[src/rtl/idct_pkg.sv]
// idct_pkg: shared state encoding, latency and rounding constants for the IDCT sequencer.
package idct_pkg;
  typedef enum logic [1:0] {S_IDLE, S_RUN, S_DRAIN} state_e;
  localparam int NGRP_DEF = 4;
  localparam int LAT = 4;
  localparam logic [3:0] ROW_SHIFT = 4'd7;
  localparam logic [3:0] COL_SHIFT = 4'd12;
  localparam logic signed [24:0] ROW_ADD = 25'sd64;
  localparam logic signed [24:0] COL_ADD = 25'sd2048;
endpackage

[src/rtl/idct_tag_dly.sv]
// idct_tag_dly: valid/group/block tag shift register; tap 0 is one cycle behind the input.
module idct_tag_dly #(
  parameter int DEPTH = 4,
  parameter int GW = 2,
  parameter int BW = 4
) (
  input  logic               clk,
  input  logic               clr,
  input  logic               v_i,
  input  logic [GW-1:0]      grp_i,
  input  logic [BW-1:0]      blk_i,
  output logic [DEPTH-1:0]   v_o,
  output logic [DEPTH*GW-1:0] grp_o,
  output logic [BW-1:0]      blk_o
);
  logic [DEPTH-1:0] v_q;
  logic [DEPTH*GW-1:0] grp_q;
  logic [DEPTH*BW-1:0] blk_q;
  // Tags are zeroed when invalid so downstream indices read 0 without extra gating.
  always_ff @(posedge clk)
    if (clr) begin
      v_q <= '0;
      grp_q <= '0;
      blk_q <= '0;
    end else begin
      v_q <= {v_q[DEPTH-2:0], v_i};
      grp_q <= {grp_q[(DEPTH-1)*GW-1:0], v_i ? grp_i : GW'(0)};
      blk_q <= {blk_q[(DEPTH-1)*BW-1:0], v_i ? blk_i : BW'(0)};
    end
  assign v_o = v_q;
  assign grp_o = grp_q;
  assign blk_o = blk_q[DEPTH*BW-1 -: BW];
endmodule

[src/rtl/idct_seq_ctrl.sv]
// idct_seq_ctrl: sequences row/column IDCT passes, staggering lane tags and tracking output latency.
module idct_seq_ctrl
  import idct_pkg::*;
#(
  parameter int NGRP = NGRP_DEF
) (
  input  logic               clk,
  input  logic               reset,
  input  logic               start,
  input  logic               pass_sel,
  input  logic [3:0]         n_blk,
  output logic               busy,
  output logic [3:0]         lane_vld,
  output logic [1:0]         lane1_grp,
  output logic [1:0]         lane2_grp,
  output logic [1:0]         lane3_grp,
  output logic [1:0]         lane4_grp,
  output logic [3:0]         shift,
  output logic signed [24:0] add,
  output logic               out_valid,
  output logic [1:0]         out_grp,
  output logic [3:0]         out_blk,
  output logic               done
);
  localparam logic [1:0] GMAX = 2'(NGRP - 1);
  state_e state_q, state_d;
  logic [1:0] grp_q, grp_d;
  logic [3:0] blk_q, blk_d, nblk_q, nblk_d, shift_q, shift_d;
  logic signed [24:0] add_q, add_d;
  logic launch, wrap, last, acc;
  logic [LAT-1:0] tv;
  logic [LAT*2-1:0] tg;
  logic [3:0] tb;
  always_comb begin
    launch = state_q == S_RUN;
    acc = state_q == S_IDLE && start;
    wrap = launch && grp_q == GMAX;
    last = wrap && blk_q == nblk_q - 4'd1;
    done = state_q == S_DRAIN && tv[LAT-1] && tg[LAT*2-1 -: 2] == GMAX && tb == nblk_q - 4'd1;
    state_d = acc ? S_RUN : last ? S_DRAIN : done ? S_IDLE : state_q;
    grp_d = wrap || !launch ? 2'd0 : grp_q + 2'd1;
    blk_d = !launch || last ? 4'd0 : wrap ? blk_q + 4'd1 : blk_q;
    nblk_d = acc ? (n_blk == 4'd0 ? 4'd1 : n_blk) : nblk_q;
    shift_d = acc ? (pass_sel ? COL_SHIFT : ROW_SHIFT) : shift_q;
    add_d = acc ? (pass_sel ? COL_ADD : ROW_ADD) : add_q;
  end
  always_ff @(posedge clk)
    if (!reset) begin
      state_q <= S_IDLE;
      grp_q <= '0;
      blk_q <= '0;
      nblk_q <= '0;
      shift_q <= '0;
      add_q <= '0;
    end else begin
      state_q <= state_d;
      grp_q <= grp_d;
      blk_q <= blk_d;
      nblk_q <= nblk_d;
      shift_q <= shift_d;
      add_q <= add_d;
    end
  idct_tag_dly #(.DEPTH(LAT), .GW(2), .BW(4)) u_dly (
    .clk(clk),
    .clr(!reset),
    .v_i(launch),
    .grp_i(grp_q),
    .blk_i(blk_q),
    .v_o(tv),
    .grp_o(tg),
    .blk_o(tb)
  );
  assign busy = state_q != S_IDLE;
  assign lane_vld = {tv[2:0], launch};
  assign lane1_grp = launch ? grp_q : 2'd0;
  assign lane2_grp = tg[1:0];
  assign lane3_grp = tg[3:2];
  assign lane4_grp = tg[5:4];
  assign out_valid = tv[LAT-1];
  assign out_grp = tg[LAT*2-1 -: 2];
  assign out_blk = tb;
  assign shift = shift_q;
  assign add = add_q;
endmodule

[config.mk]
export PLATFORM = sky130hd
export DESIGN_NAME = idct_seq_ctrl
export DESIGN_NICKNAME = d
export VERILOG_FILES = /design/src/rtl/idct_pkg.sv /design/src/rtl/idct_tag_dly.sv /design/src/rtl/idct_seq_ctrl.sv
export SDC_FILE = /design/constraint.sdc
export NUM_CORES = 1
export LEC_CHECK = 0
export BUFFER_PORTS_ARGS = -buffer_cell sky130_fd_sc_hd__buf_4
export CAP_MARGIN = 25
export CORE_MARGIN = 3
export CORE_UTILIZATION = 27
export CTS_CLUSTER_SIZE = 8
export DETAILED_ROUTE_END_ITERATION = 6
export PLACE_DENSITY = 0.55
export SYNTH_ARGS = -nofsm -noshare
export SYNTH_HDL_FRONTEND = slang
export SYNTH_HIERARCHICAL = 1
export SYNTH_SLANG_ARGS = --single-unit
[constraint.sdc]
create_clock -name clk -period 2.2 [get_ports clk]
set_clock_uncertainty 0.1 [all_clocks]
set_input_delay 0.22 -clock clk [delete_from_list [all_inputs] [get_ports clk]]
set_output_delay 0.22 -clock clk [all_outputs]
set_load 0.03 [all_outputs]
==> impl_metrics.tcl <==
set metrics [dict create \
    power.density_nw_per_um2 726 \
    finalWirelength_um 3080 \
    irDropWorstVdd_uv 270 \
    ys_top_cells_by_count "dfxtp_1, buf_4, nor2b_1, nand2_1" \
    yosysTopAreaCellShare 0.480 \
    clock_path_buffers 2 \
    wl_per_cell_um 10.7 \
    die-area_um2 7660 \
    crit_path_end_kind "primary output" \
    fp.dieH_um 87.5 \
    tns_ns 0 \
    syn_inst 178 \
    rows 29 \
    cts_made_buffers 5 \
    required_ns 1.88 \
    track_usage 0.0828 \
    n_antenna_cell 0 \
    grt_max_degree 25 \
    async_flop_share 0 \
    met2_usage 0.127 \
    grt.busiest_layer "met2" \
    grt_pass1_vias 981 \
    critPathSlowestCell "or4_4" \
    cap_violations 0 \
    ant_nets 0 \
    gp_congestion 0.728 \
    synth_edf_count 0 \
    min_period_over_period 0.967 \
    io_pins 58 \
    final_core_util 0.333 \
    p_leak_nw 0.930 \
    start_util 0.281 \
    antenna_found_initial 0 \
    cp_max_fo 2 \
    grt_pass1_wl_um 4750 \
    io_buffers 34 \
    ys_seq_area_frac 0.480 \
    rsz0062_at_grt "yes" \
    synth_area_leaders "dfxtp_1, buf_4, nor2b_1" \
    synth_top_area_cell "dfxtp_1" \
    setup_violations 0 \
    dp.final_hpwl_um 2290 \
    dr.first_iter.drc_count 49 \
    layout-drive-gt1-share 0.321 \
    min_period_ns 2.13 \
    remaining_drc_errors 0 \
    cp.arrival_ns 1.81 \
    holdBufCountCts 0 \
    cp-start-kind "register" \
    critPathKind "reg2out" \
    crit_path_max_incr_delay_ns 0.44 \
    grt_overflow_total 0 \
    cp_cell_sequence "inv_2 -> ha_4 -> xnor2_1 -> or4_4 -> nor3_4 -> buf_6" \
    avgSynthCellArea_um2 10.1 \
    drt_first_pass_iters 4 \
    area_growth_pct 18.4 \
    outcome "finished, final reports clean" \
    cts.root.buffer_cell "clkbuf_8" \
    cts_sinks 43 \
    grtUsageMet1 0.0934 \
    synth_top_flop_cell "dfxtp_1" \
    h-tree-depth 2 \
    grt_util_met3 0.0397 \
    fin_nets 222 \
    min_path_type "in2reg" \
    vias 1130 \
    synth_cell_types 33 \
    hold_viol 0 \
    clk_latency_ns 0.29 \
    viasPerCell 3.91 \
    synth.most_common_cell "dfxtp_1" \
    core_um2 6390 \
    synth_area_um2 1790 \
    max_freq_mhz 470 \
    clkSlewWorstSetupHoldPaths_ns 0.08 \
    dieWidth_um 87.5 \
    cts_tree "yes" \
    ys_warn_count 6 \
    ys_ff_latch 43 \
    drv_slew 0 \
]
through the flow:
stage	total power, W	worst slack (ns)	cell area (um2)	cells	hold WS, ns
final	0.00154	0.0717	2120	289	0.0772
after global routing	0.00162	0.0173	2120	289	0.0787
after CTS	0.00156	0.0111	2100	287	0.0675
after detailed placement	0.00104	0.162	1990	279	0.320
after global placement	0.00104	0.197	1990	279	0.315
after floorplan	0.00103	0.0148	1880	200	0.242
layout by cell type (no fill, tap or decap):
| cell | netlist | layout |
|---|---|---|
| dfxtp_1 | 43 | 40 |
| buf_4 | 32 | 38 |
| conb_1 | 1 | 23 |
| nor2b_1 | 21 | 21 |
| nand2_1 | 12 | 12 |
| xnor2_1 | 8 | 8 |
| a21oi_1 | 8 | 8 |
| and3b_2 | 6 | 6 |
| nor2_1 | 5 | 5 |
| clkbuf_8 | 0 | 5 |
| xor2_1 | 4 | 4 |
| and2_1 | 3 | 3 |
| nand3_1 | 3 | 3 |
| nor3_1 | 4 | 3 |
| dfxtp_2 | 0 | 3 |
| nand4_1 | 2 | 2 |
| inv_2 | 0 | 2 |
| or3_1 | 2 | 2 |
| ha_1 | 3 | 2 |
| clkinv_4 | 0 | 2 |
| and2b_2 | 2 | 2 |
| or4_4 | 1 | 1 |
| xnor2_2 | 1 | 1 |
| nor3_2 | 1 | 1 |
| nor3_4 | 0 | 1 |
| or2_2 | 1 | 1 |
| clkinv_1 | 1 | 1 |
| inv_1 | 3 | 1 |
| or3b_1 | 1 | 1 |
| o31ai_2 | 1 | 1 |
| o31ai_1 | 1 | 1 |
| nor3b_1 | 1 | 1 |
| o21ai_0 | 1 | 1 |
| o311ai_2 | 1 | 1 |
| a211oi_1 | 1 | 1 |
| o21ai_1 | 1 | 1 |
| ha_4 | 0 | 1 |
| clkinvlp_4 | 0 | 1 |
| buf_6 | 2 | 1 |
sequential cells by signal, summed over array words and instances (netlist names):
register / count
add: 1
blk_q: 4
grp_q: 2
nblk_q: 4
shift: 2
state_q: 2
u_dly/blk_q: 16
u_dly/grp_o: 8
u_dly/v_o: 4
metal layers:
metal,wire [um],vias up
li1,-,588
met1,1320,506
met2,1450,27
met3,229,9
met4,81,0
met5,0,-
logic make-up (layout without fill, tap and decap cells):
family,after synthesis,after routing,share of synthesized area
and+or+nand+nor,65,65,0.220
DFF,43,43,0.480
buffers and inverters,39,51,0.157
AOI/OAI and AO/OA,14,14,0.0523
xor gates and xnor gates,13,13,0.0676
adders and majority gates,3,3,0.0209
other,1,23,0.00209
report_power, final:
group / leakage (nW) / internal (W) / total, W / switching [W]
clock network: 0.0443 / 0.000227 / 0.000504 / 0.000277
registers: 0.350 / 0.000793 / 0.000806 / 0.0000128
logic: 0.536 / 0.0000773 / 0.000234 / 0.000156
cell type report:
| cell class | instances | area, um2 |
|---|---|---|
| multi-input combinational | 118 | 758 |
| fill | 653 | 4260 |
| inverter | 4 | 15.0 |
| clock buffer | 5 | 68.8 |
| sequential | 43 | 865 |
| clock inverter | 3 | 25.0 |
| tap | 77 | 96.3 |
| timing repair buffer | 39 | 297 |
worst max-delay path, delay by kind of cell (launching register included):
kind                       cells  cell delay, ns
and+or+nand+nor                2            0.62
DFF                            1            0.34
buffers and inverters          2            0.20
adders and majority gates      1            0.23
xor gates and xnor gates       1            0.11
final timing paths:
kind | from | end | slack [ns] | depth (start not counted)
max | nblk_q[1]$_SDFFE_PN0P_ | done | 0.07 | 6
min | pass_sel | add[11]$_SDFFE_PN0P_ | 0.08 | 3
max reg2reg | nblk_q[1]$_SDFFE_PN0P_ | blk_q[0]$_SDFFE_PP0P_ | 0.40 | 7
min reg2reg | u_dly/blk_q[11]$_SDFF_PP0_ | u_dly/blk_q[15]$_SDFF_PP0_ | 0.34 | 1
what timing repair did:
item	CTS	global route
setup endpoints to repair	1	1
setup buffers	0	2
gates cloned	0	0
pin swaps	1	3
resized for setup	3	5
No activity file was read; power rests on OpenSTA's default activity.
